`src/rtl/dma_bus_arbiter_if.sv`:
```
// ---------------------------------------------------------------------------
// dma_bus_arbiter_if
// Purpose : bundles the DMA request/grant handshake and the CPU bus-release
//           handshake shared by the DMA engines, the CPU and the arbiter.
// Signals : rx_req        - receive engine bus request (held for the transfer)
//           tx_req        - transmit engine bus request (held for the transfer)
//           rx_grant      - bus granted to the receive engine
//           tx_grant      - bus granted to the transmit engine
//           cpu_bus_req   - request to the CPU to release the system bus
//           cpu_bus_grant - CPU has released the system bus
//           owner         - bus-mux select: 00 CPU, 01 RX, 10 TX
// Modports: master - requesters / CPU side (drives requests and CPU grant)
//           slave  - arbiter side (drives grants, CPU request and owner)
// ---------------------------------------------------------------------------
interface dma_bus_arbiter_if;
    logic       rx_req;
    logic       tx_req;
    logic       rx_grant;
    logic       tx_grant;
    logic       cpu_bus_req;
    logic       cpu_bus_grant;
    logic [1:0] owner;

    modport master (
        output rx_req,
        output tx_req,
        output cpu_bus_grant,
        input  rx_grant,
        input  tx_grant,
        input  cpu_bus_req,
        input  owner
    );

    modport slave (
        input  rx_req,
        input  tx_req,
        input  cpu_bus_grant,
        output rx_grant,
        output tx_grant,
        output cpu_bus_req,
        output owner
    );
endinterface

```
`src/rtl/dma_bus_arbiter.sv`:
```
// ---------------------------------------------------------------------------
// dma_bus_arbiter
// Purpose : arbitrates the system bus between the DMA receive and transmit
//           engines. The CPU is asked to release the bus first; once it does,
//           one engine is granted until it drops its request. Ties between
//           the engines are broken round-robin. Every DMA tenure is followed
//           by one released cycle so the CPU always sees a gap.
// Ports   : i_clk       - system clock, rising edge
//           i_rst       - synchronous active-high reset
//           i_ena       - enables the start of a new arbitration only
//           i_err_clr   - single-cycle pulse clearing both sticky flags
//           o_hold_err  - sticky: a grant lasted MAX_HOLD cycles
//           o_proto_err - sticky: CPU grant fell while a DMA grant was active
//           io_bus      - request/grant handshake (slave modport)
// Params  : MAX_HOLD    - grant length that raises o_hold_err (2..255)
// ---------------------------------------------------------------------------
module dma_bus_arbiter #(
    parameter int unsigned MAX_HOLD = 16
) (
    input  logic              i_clk,
    input  logic              i_rst,
    input  logic              i_ena,
    input  logic              i_err_clr,
    output logic              o_hold_err,
    output logic              o_proto_err,
    dma_bus_arbiter_if.slave  io_bus
);

    typedef enum logic [2:0] {
        S_IDLE,
        S_CPU_REQ,
        S_GRANT_RX,
        S_GRANT_TX,
        S_RELEASE
    } state_t;

    localparam logic [7:0] C_HOLD_MAX  = 8'(MAX_HOLD);
    localparam logic [7:0] C_HOLD_LAST = 8'(MAX_HOLD - 1);

    state_t     r_state;
    state_t     w_next_state;
    logic       r_last_tx;      // 1: TX was served last, so RX wins the next tie
    logic [7:0] r_hold_cnt;     // completed cycles of the current grant
    logic       r_hold_err;
    logic       r_proto_err;

    logic       w_rx_grant;
    logic       w_tx_grant;
    logic       w_cpu_req;
    logic [1:0] w_owner;
    logic       w_in_grant;
    logic       w_hold_set;
    logic       w_proto_set;

    assign w_in_grant  = (r_state == S_GRANT_RX) || (r_state == S_GRANT_TX);
    // The current grant cycle is number r_hold_cnt+1; flag once it reaches MAX_HOLD.
    assign w_hold_set  = w_in_grant && (r_hold_cnt >= C_HOLD_LAST);
    assign w_proto_set = w_in_grant && !io_bus.cpu_bus_grant;

    always_ff @(posedge i_clk) begin
        if (i_rst) begin
            r_state     <= S_IDLE;
            r_last_tx   <= 1'b1;
            r_hold_cnt  <= 8'd0;
            r_hold_err  <= 1'b0;
            r_proto_err <= 1'b0;
        end else begin
            r_state <= w_next_state;

            if (w_in_grant && (w_next_state == S_RELEASE)) begin
                r_last_tx <= (r_state == S_GRANT_TX);
            end

            // Held at zero outside a grant, so every grant starts counting from 0.
            if (!w_in_grant) begin
                r_hold_cnt <= 8'd0;
            end else if (r_hold_cnt != C_HOLD_MAX) begin
                r_hold_cnt <= r_hold_cnt + 8'd1;
            end

            // Set has priority over a coincident clear.
            r_hold_err  <= w_hold_set  || (r_hold_err  && !i_err_clr);
            r_proto_err <= w_proto_set || (r_proto_err && !i_err_clr);
        end
    end

    always_comb begin
        w_next_state = r_state;
        w_rx_grant   = 1'b0;
        w_tx_grant   = 1'b0;
        w_cpu_req    = 1'b0;
        w_owner      = 2'b00;

        case (r_state)
            S_IDLE: begin
                if (i_ena && (io_bus.rx_req || io_bus.tx_req)) begin
                    w_next_state = S_CPU_REQ;
                end
            end
            S_CPU_REQ: begin
                w_cpu_req = 1'b1;
                if (io_bus.cpu_bus_grant) begin
                    if (io_bus.rx_req && io_bus.tx_req) begin
                        w_next_state = r_last_tx ? S_GRANT_RX : S_GRANT_TX;
                    end else if (io_bus.rx_req) begin
                        w_next_state = S_GRANT_RX;
                    end else if (io_bus.tx_req) begin
                        w_next_state = S_GRANT_TX;
                    end else begin
                        // Request withdrawn while waiting: hand the bus straight back.
                        w_next_state = S_RELEASE;
                    end
                end
            end
            S_GRANT_RX: begin
                w_cpu_req  = 1'b1;
                w_rx_grant = 1'b1;
                w_owner    = 2'b01;
                if (!io_bus.rx_req) begin
                    w_next_state = S_RELEASE;
                end
            end
            S_GRANT_TX: begin
                w_cpu_req  = 1'b1;
                w_tx_grant = 1'b1;
                w_owner    = 2'b10;
                if (!io_bus.tx_req) begin
                    w_next_state = S_RELEASE;
                end
            end
            S_RELEASE: begin
                w_next_state = S_IDLE;
            end
            default: begin
                w_next_state = S_IDLE;
            end
        endcase
    end

    assign io_bus.rx_grant    = w_rx_grant;
    assign io_bus.tx_grant    = w_tx_grant;
    assign io_bus.cpu_bus_req = w_cpu_req;
    assign io_bus.owner       = w_owner;
    assign o_hold_err         = r_hold_err;
    assign o_proto_err        = r_proto_err;

endmodule

```
`src/flat_wrapper.sv`:
```
// flat-port wrapper written by rule: the top's interface ports become plain ports
module dma_bus_arbiter_flat 
#(
    parameter int unsigned MAX_HOLD = 16
)
  (i_clk, i_rst, i_ena, i_err_clr, o_hold_err, o_proto_err, io_bus_rx_req, io_bus_tx_req, io_bus_cpu_bus_grant, io_bus_rx_grant, io_bus_tx_grant, io_bus_cpu_bus_req, io_bus_owner);
  dma_bus_arbiter_if io_bus_i ();
  input  logic i_clk;
  input  logic i_rst;
  input  logic i_ena;
  input  logic i_err_clr;
  output logic o_hold_err;
  output logic o_proto_err;
  input wire logic [$bits(io_bus_i.rx_req)-1:0] io_bus_rx_req;
  input wire logic [$bits(io_bus_i.tx_req)-1:0] io_bus_tx_req;
  input wire logic [$bits(io_bus_i.cpu_bus_grant)-1:0] io_bus_cpu_bus_grant;
  output wire logic [$bits(io_bus_i.rx_grant)-1:0] io_bus_rx_grant;
  output wire logic [$bits(io_bus_i.tx_grant)-1:0] io_bus_tx_grant;
  output wire logic [$bits(io_bus_i.cpu_bus_req)-1:0] io_bus_cpu_bus_req;
  output wire logic [$bits(io_bus_i.owner)-1:0] io_bus_owner;
  assign io_bus_i.rx_req = io_bus_rx_req;
  assign io_bus_i.tx_req = io_bus_tx_req;
  assign io_bus_i.cpu_bus_grant = io_bus_cpu_bus_grant;
  assign io_bus_rx_grant = io_bus_i.rx_grant;
  assign io_bus_tx_grant = io_bus_i.tx_grant;
  assign io_bus_cpu_bus_req = io_bus_i.cpu_bus_req;
  assign io_bus_owner = io_bus_i.owner;
  dma_bus_arbiter #(.MAX_HOLD(MAX_HOLD)) u_core (.i_clk(i_clk), .i_rst(i_rst), .i_ena(i_ena), .i_err_clr(i_err_clr), .o_hold_err(o_hold_err), .o_proto_err(o_proto_err), .io_bus(io_bus_i));
endmodule
```
`config.mk`:
```
export PLATFORM = sky130hd
export DESIGN_NAME = dma_bus_arbiter_flat
export DESIGN_NICKNAME = d
export VERILOG_FILES = /design/src/rtl/dma_bus_arbiter_if.sv /design/src/rtl/dma_bus_arbiter.sv /design/src/flat_wrapper.sv
export SDC_FILE = /design/constraint.sdc
export NUM_CORES = 1
export LEC_CHECK = 0
export BUFFER_PORTS_ARGS = -buffer_cell sky130_fd_sc_hd__buf_2
export CAP_MARGIN = 20
export CORE_ASPECT_RATIO = 1.2
export CORE_UTILIZATION = 47
export CTS_CLUSTER_SIZE = 10
export DETAILED_ROUTE_END_ITERATION = 10
export GPL_ROUTABILITY_DRIVEN = 0
export PLACE_DENSITY = 0.72
export REMOVE_ABC_BUFFERS = 1
export SLEW_MARGIN = 5
export SYNTH_ARGS = -nofsm -noshare
export SYNTH_HDL_FRONTEND = slang
export SYNTH_SLANG_ARGS = --single-unit
```
`constraint.sdc`:
```
create_clock -name i_clk -period 1.2 [get_ports i_clk]
set_input_delay 0.12 -clock i_clk [delete_from_list [all_inputs] [get_ports i_clk]]
set_output_delay 0.12 -clock i_clk [all_outputs]
set_load 0.03 [all_outputs]
```
Word level (Yosys, flattened, before mapping):

Index checks and enable logic that the tools add are counted.

* muxes and demuxes: 13
* reduce and logical (&&, ||, !) cells: 16
* add/sub/neg operators: 1
* bitwise logic cells: 1
* equal/unequal tests: 5
* order comparisons: 1

Operators by type and width (count)
* 3-bit two-way mux: 7
* 3-bit one-hot mux with 4 select lines: 1
* 8-bit by 1-bit adder with 8-bit output, second input constant: 1
* 8-bit by 4-bit greater-or-equal comparator with 1-bit output, second input constant: 1
* 8-bit by 5-bit inequality test with 1-bit output, second input constant: 1
* 1-bit logical AND: 7
* 3-bit by 2-bit equality test with 1-bit output, second input constant: 2
* 1-bit logical OR: 4
* 1-bit two-way mux: 4
* 2-bit one-hot mux with 2 select lines: 1
* 3-bit by 1-bit equality test with 1-bit output, second input constant: 1
* 3-bit equality test, second input constant: 1
* 3-bit zero test: 1
* 3-bit OR reduction: 1
* 1-bit zero test: 2
* 2-bit OR reduction: 1
* 1-bit inverter: 1

* word-level logic and storage cells: 42
* input port bits: 7
* output and inout bits: 7
* bits in registers: 14

Depth between registers and ports, before layout:

Gate-level depths: netlist of run 1.

* depth in word-level cells: 7
* depth in mapped cells: 5
* mapped depth without buffers: 5

Worst setup path after synthesis of run 1:

No wires, ideal clock.

* path kind: reg2out
* from: register u_core.r_state[0]
* to: output io_bus_owner[1]
* required time: 1080 ps
* buffers on the path: 1
* arrival: 1313 ps
* cell stages (with the launch flop): 3
* setup slack: -233 ps
* cell sequence: dfxtp_1 > clkbuf_1 > nor3b_1

* word-level cells in the longest chain between the ends: 2
* elaborated cells between the ends (all ways): 3
* classes of those cells: eq/ne (2); mux (1)

Ends and longest elaborated chain
* start: declaration: line dma_bus_arbiter.sv:40 `state_t r_state;`
* start signal: assignment: line dma_bus_arbiter.sv:68 `r_state <= w_next_state;`
* 3-bit by 2-bit equality test with 1-bit output: line dma_bus_arbiter.sv:94 `case (r_state)`
* 2-bit one-hot mux with 2 select lines (*): line dma_bus_arbiter.sv:94
* end: declaration: line flat_wrapper.sv:20 `output wire logic [$bits(io_bus_i.owner)-1:0] io_bus_owner;`

Mark *: on every way between the ends. The rest lies on a longest branch, timed or not.

Worst setup path in the final report of run 1:

* from: register u_core.r_state[1]
* to: output io_bus_owner[1]

The elaborated chain is that of the path after synthesis.

==> impl_metrics.tcl, run 1 <==
set metrics [dict create \
    cp-end-kind "output port" \
    worst_pin_slew_ps 237 \
    setup.worst_path.start "u_core.r_state[1]$_SDFF_PP0_" \
    drc 0 \
    yosys.cell_types.count 37 \
    die_w_um 38.7 \
    fin_worst_skew_ps 4.83 \
    htreeDepth 1 \
    wirelength_mm 1.88 \
    setup.worst_path.class "flip-flop to output port" \
    worstPathCellList "buf_6, inv_4, nor3b_2, buf_4" \
    clockBufferDepth 2 \
    gr-total-overflow 0 \
    clk-insertion-delay-late_ps 280 \
    slew_headroom_pct 84.0 \
    synthCells 88 \
    required_ps 1080 \
    grt_pass1_vias 728 \
    critPathArrivalTime_ps 1130 \
    p_leak_nw 0.399 \
    crit_fanout 5 \
    maxCapViolations 0 \
    drt-pass1-iter-count 4 \
    yosysSeqAreaShare_pct 36.8 \
    p_comb_share_pct 18.1 \
    detail-route-antenna-nets 0 \
    power_mw 0.921 \
    final_common_cell "buf_4" \
    grt_usage_pct 24.0 \
    post-place-ws_ps -86.1 \
    syn_area_per_cell_um2 8.64 \
    die_area_um2 1780 \
    post-route-min-period_ps 1250 \
    port_buffers 13 \
    sequentialPowerShare_pct 53.2 \
    cts_root_buf "clkbuf_4" \
    rows 15 \
    nets 127 \
    drtIter0Drc 10 \
    powerDensity_nw_per_um2 873 \
    hpwl_mm 1.23 \
    rsz0062_at_grt "yes" \
    violations "negative setup slack" \
    intPower_mw 0.677 \
    worstSetupStartpointType "flip-flop" \
    fp.dieH_um 46.1 \
    cts_buffers 3 \
    antenna_found_initial 0 \
    setup_viol 8 \
    io_pins 14 \
    hp-start "i_err_clr" \
    p_sw_share_pct 26.5 \
    ys_ff_latch 14 \
    core_area_um2 1480 \
    areaGrowthSynthToFinish_pct 38.7 \
    peakVddDrop_mv 0.654 \
    timing.fmax_ghz 0.800 \
    p_clk_share_pct 28.6 \
    slew_viol_final 0 \
    initial_core_util_pct 51.3 \
    avgRoutedWirePerCell_um 14.2 \
    crit_slowest_cell "dfxtp_2" \
    period_share_pct 104 \
    cts.sinks 14 \
    min_path_type "input port to flip-flop" \
    syn_area_um2 761 \
    yosys_warnings 0 \
    grt_pass1_wl_mm 2.97 \
    num_vias 779 \
    p_sw_mw 0.244 \
    grt_max_degree 8 \
    drive_gt1_share_pct 50.0 \
    fin_ws_ps -50.6 \
    antennaDiodeCount 0 \
    most-common-layout-cells "buf_4, dfxtp_1, buf_2" \
    path_clk_slew_ps 80 \
    r2r-start "u_core.r_hold_cnt[1]$_SDFFE_PP0P_" \
    tritoncts "done" \
    critical_path.max_stage_delay_ps 350 \
    outcome "finished with violations" \
    finalHoldViolations 0 \
    routed_via_density 5.86 \
]
[power by group through the flow]
| stage | sequential (mW) | combinational (mW) | clock [mW] |
|---|---|---|---|
| floorplan | 0.504 | 0.0675 | 0 |
| global placement | 0.502 | 0.117 | 0 |
| detailed placement | 0.502 | 0.119 | 0 |
| CTS | 0.490 | 0.154 | 0.269 |
| global route | 0.492 | 0.179 | 0.284 |
| finish | 0.490 | 0.167 | 0.264 |
[sequential cells by signal, indices dropped and copies added, names as in the netlist]
signal / cells
u_core.r_hold_cnt: 8
u_core.r_last_tx: 1
u_core.o_proto_err: 1
u_core.o_hold_err: 1
u_core.r_state: 3
[per-layer routing]
layer / global-route usage, % / part of all wire, % / vias up
li1: - / - / 371
met1: 24.5 / 40 / 372
met2: 46.0 / 55 / 30
met3: 2.90 / 3.5 / 6
met4: 12.4 / 1.5 / 0
met5: 0 / 0 / -
[through the flow]
stage	utilization (%)	setup TNS (ps)	std cells	instance area (um^2)	hold WS, ps
floorplan	-	-1070	83	728	193
global placement	61.0	-161	125	905	391
detailed placement	61.0	-410	125	905	402
CTS	69.4	-118	131	1030	112
global route	71.1	-664	133	1050	139
finish	71.1	-152	133	1050	115
[repair_timing]
action	4_1_cts	5_1_grt
setup buffers	3	2
setup endpoints to repair	12	14
pin swaps	6	4
resized for setup	26	6
hold buffers	0	0
[worst max-delay path, delay by kind of cell, from the launching register on]
family                 cells  cell delay (ps)
and+or+nand+nor            1              150
buffers and inverters      3              350
DFF                        1              350
[cells in the mapped netlist, drive strengths merged]
master	n	share of area, %
or2	1	0.82
dfxtp	14	37
inv	4	2.0
or3	4	3.3
a21o	2	3.0
a21oi	7	6.1
nand3	4	2.6
a21bo	1	1.3
clkbuf	2	1.2
o21bai	1	0.99
nand4	1	0.82
xnor2	2	2.3
nand3b	4	3.9
nand2b	1	0.82
xor2	1	1.2
a211oi	2	2.0
ha	2	3.3
o21ai	7	4.6
nor4	1	0.82
a31oi	1	0.82
nor3b	3	3.0
nand2	3	1.5
nor3	3	2.0
or3b	2	2.3
o211ai	1	0.99
nor2	8	4.6
buf	3	3.1
and3	1	0.82
and4bb	1	1.6
nand4bb	1	1.5
[final timing paths]
kind                                                           to  slack, ps  cells after the start
worst max-delay path                              io_bus_owner[1]        -50                      4
worst min-delay path                 u_core.o_hold_err$_SDFF_PP0_        120                      4
worst max register to register  u_core.r_hold_cnt[3]$_SDFFE_PP0P_        -10                      5
worst min register to register       u_core.o_hold_err$_SDFF_PP0_        450                      2
[cell families after synthesis]
family	share of synthesized area, %
flops	36.8
buf+inv	6.25
xor+xnor	3.45
fa+ha+maj	3.29
compound gates	19.7
simple gates	30.4
[area by class of cell]
cell class                      count  area, um^2
Timing Repair Buffer               30         224
Fill cell                         112         428
Multi-Input combinational cell     65         480
Inverter                            4        17.5
Clock buffer                        3        22.5
Tap cell                           17        21.3
Sequential cell                    14         289
Note: power is estimated with default switching activity, not from simulation.
==> inputs of run 2 (changes only) <==
Settings changed: GPL_TIMING_DRIVEN set to 1, SETUP_SLACK_MARGIN set to 0.15.
==> impl_metrics.tcl, run 2 (synthesized netlist as in run 1, its figures left out) <==
set metrics [dict create \
    outcome "finished with violations" \
    violations "negative setup slack" \
    tritoncts "done" \
    port_buffers 13 \
    die_area_um2 1780 \
    antenna_found_initial 0 \
    min_path_type "input port to flip-flop" \
    reg2reg_to "u_core.r_hold_cnt[5]$_SDFFE_PP0P_" \
    num_vias 787 \
    hpwl_mm 1.23 \
    finalHoldViolations 0 \
    areaGrowthSynthToFinish_pct 52.1 \
    die_w_um 38.7 \
    cp-end-kind "output port" \
    multiInputGateArea_um2 563 \
    grt_pass1_wl_mm 3.05 \
    largest_reg_flops 8 \
    cts_buffers 3 \
    rrSetupSlack_ps -40 \
    period_share_pct 105 \
    core_area_um2 1480 \
    hp-start "io_bus_cpu_bus_grant" \
    clockBufferDepth 2 \
    post-route-min-period_ps 1260 \
    final_common_cell "buf_4" \
    dp_cells 125 \
    setup_tns_ps -276 \
    cts.sinks 14 \
    worst_pin_slew_ps 240 \
    nets 128 \
    whs_path_depth 2 \
    fin_ws_ps -58.9 \
    maxCapViolations 0 \
    avgRoutedWirePerCell_um 15.1 \
    timing.fmax_ghz 0.794 \
    worstSetupStartpointType "flip-flop" \
    setup.worst_path.class "flip-flop to output port" \
    crit_fanout 5 \
    path_clk_slew_ps 80 \
    clk-insertion-delay-late_ps 280 \
    htreeDepth 1 \
    drt-pass1-iter-count 4 \
    instances_no_fill 134 \
    fill_cells 92 \
    drive_gt1_share_pct 62.4 \
    slew_headroom_pct 83.8 \
    slew_viol_final 0 \
    largest_registers "u_core.r_hold_cnt (8), u_core.r_state (3)" \
    drtIter0Drc 16 \
    min_to "u_core.o_proto_err$_SDFF_PP0_" \
    most-common-layout-cells "buf_4, buf_2, dfxtp_1" \
    initial_core_util_pct 51.3 \
    grt_max_degree 8 \
    r2r_cells 4 \
    rows 15 \
    routed_via_density 5.87 \
    fin_worst_skew_ps 0.500 \
    antennaDiodeCount 0 \
    grt_pass1_vias 728 \
    drc 0 \
    regMostFlops "u_core.r_hold_cnt" \
    wirelength_mm 2.02 \
    seqCellArea_um2 295 \
    required_ps 1080 \
    detail-route-antenna-nets 0 \
    p_leak_nw 0.419 \
    grt_usage_pct 24.7 \
    gr-total-overflow 0 \
    critPathArrivalTime_ps 1140 \
    r2r-start "u_core.r_hold_cnt[0]$_SDFFE_PP0P_" \
    setup_viol 9 \
    powerDensity_nw_per_um2 806 \
    io_pins 14 \
    rsz0062_at_grt "yes" \
    fp.dieH_um 46.1 \
    peakVddDrop_mv 0.679 \
    cts_root_buf "clkbuf_4" \
]
run 2: cell types whose count changed in the layout (fill, tap and decap cells not counted), moves of 2 or more:
cell,delta
a21oi_1,-3
or3b_4,+2
nor3_2,+2
nand3_1,-2
nand3_2,+2
o21ai_0,-2
a21oi_2,+3
dfxtp_4,+2
nor3_1,-2
o21ai_1,+2
run 2: power breakdown:
group	internal (mW)	total [mW]	switching, mW
Sequential	0.474	0.489	0.0150
Combinational	0.0878	0.176	0.0883
Clock	0.116	0.268	0.151
run 2: per-layer routing:
metal | wire, um | vias up | global-route usage (%)
met1 | 798 | 395 | 24.8
met4 | 24 | 0 | 12.4
li1 | - | 371 | -
met2 | 1150 | 17 | 48.0
met5 | 0 | - | 0
met3 | 47 | 4 | 2.90
run 2: worst max path at each step:
stage               cells past startpoint                           endpoint                               from  slack (ps)
floorplan                               2                    io_bus_owner[0]       u_core.r_state[0]$_SDFF_PP0_        -240
global placement                        5  u_core.r_hold_cnt[6]$_SDFFE_PP0P_  u_core.r_hold_cnt[0]$_SDFFE_PP0P_         -30
detailed placement                      5  u_core.r_hold_cnt[7]$_SDFFE_PP0P_  u_core.r_hold_cnt[0]$_SDFFE_PP0P_         -90
CTS                                     4                    io_bus_tx_grant       u_core.r_state[1]$_SDFF_PP0_         -30
global route                            4                    io_bus_owner[1]       u_core.r_state[1]$_SDFF_PP0_         -90
finish                                  4                    io_bus_owner[1]       u_core.r_state[1]$_SDFF_PP0_         -60
run 2: cell type report:
cell class / instances / share of cell area (%)
Tap cell: 17 / 1.84
Clock buffer: 3 / 1.95
Sequential cell: 14 / 25.5
Timing Repair Buffer: 31 / 20.3
Inverter: 4 / 1.73
Multi-Input combinational cell: 65 / 48.6
run 2: repair_timing:
item	CTS	global route
resized for setup	36	17
setup buffers	4	2
pin swaps	9	6
hold buffers	0	0
endpoints found under the setup margin	18	19
run 2: per-stage QoR:
step | cell area (um^2) | hold slack (ps) | util (%) | setup WS [ps] | power (mW)
3_5_place_dp | 905 | 402 | 61.0 | -86.1 | 0.621
5_1_grt | 1160 | 116 | 78.1 | -93.5 | 0.963
4_1_cts | 1070 | 112 | 72.2 | -32.0 | 0.924
2_1_floorplan | 728 | 193 | - | -241 | 0.571
3_3_place_gp | 905 | 391 | 61.0 | -33.7 | 0.619
6_report | 1160 | 94.1 | 78.1 | -58.9 | 0.933
run 2: worst max-delay path, cell delays in order (launching register included):
cell	delay, ps
dfxtp_2	360
buf_6	130
inv_4	40
nor3b_2	150
buf_4	180
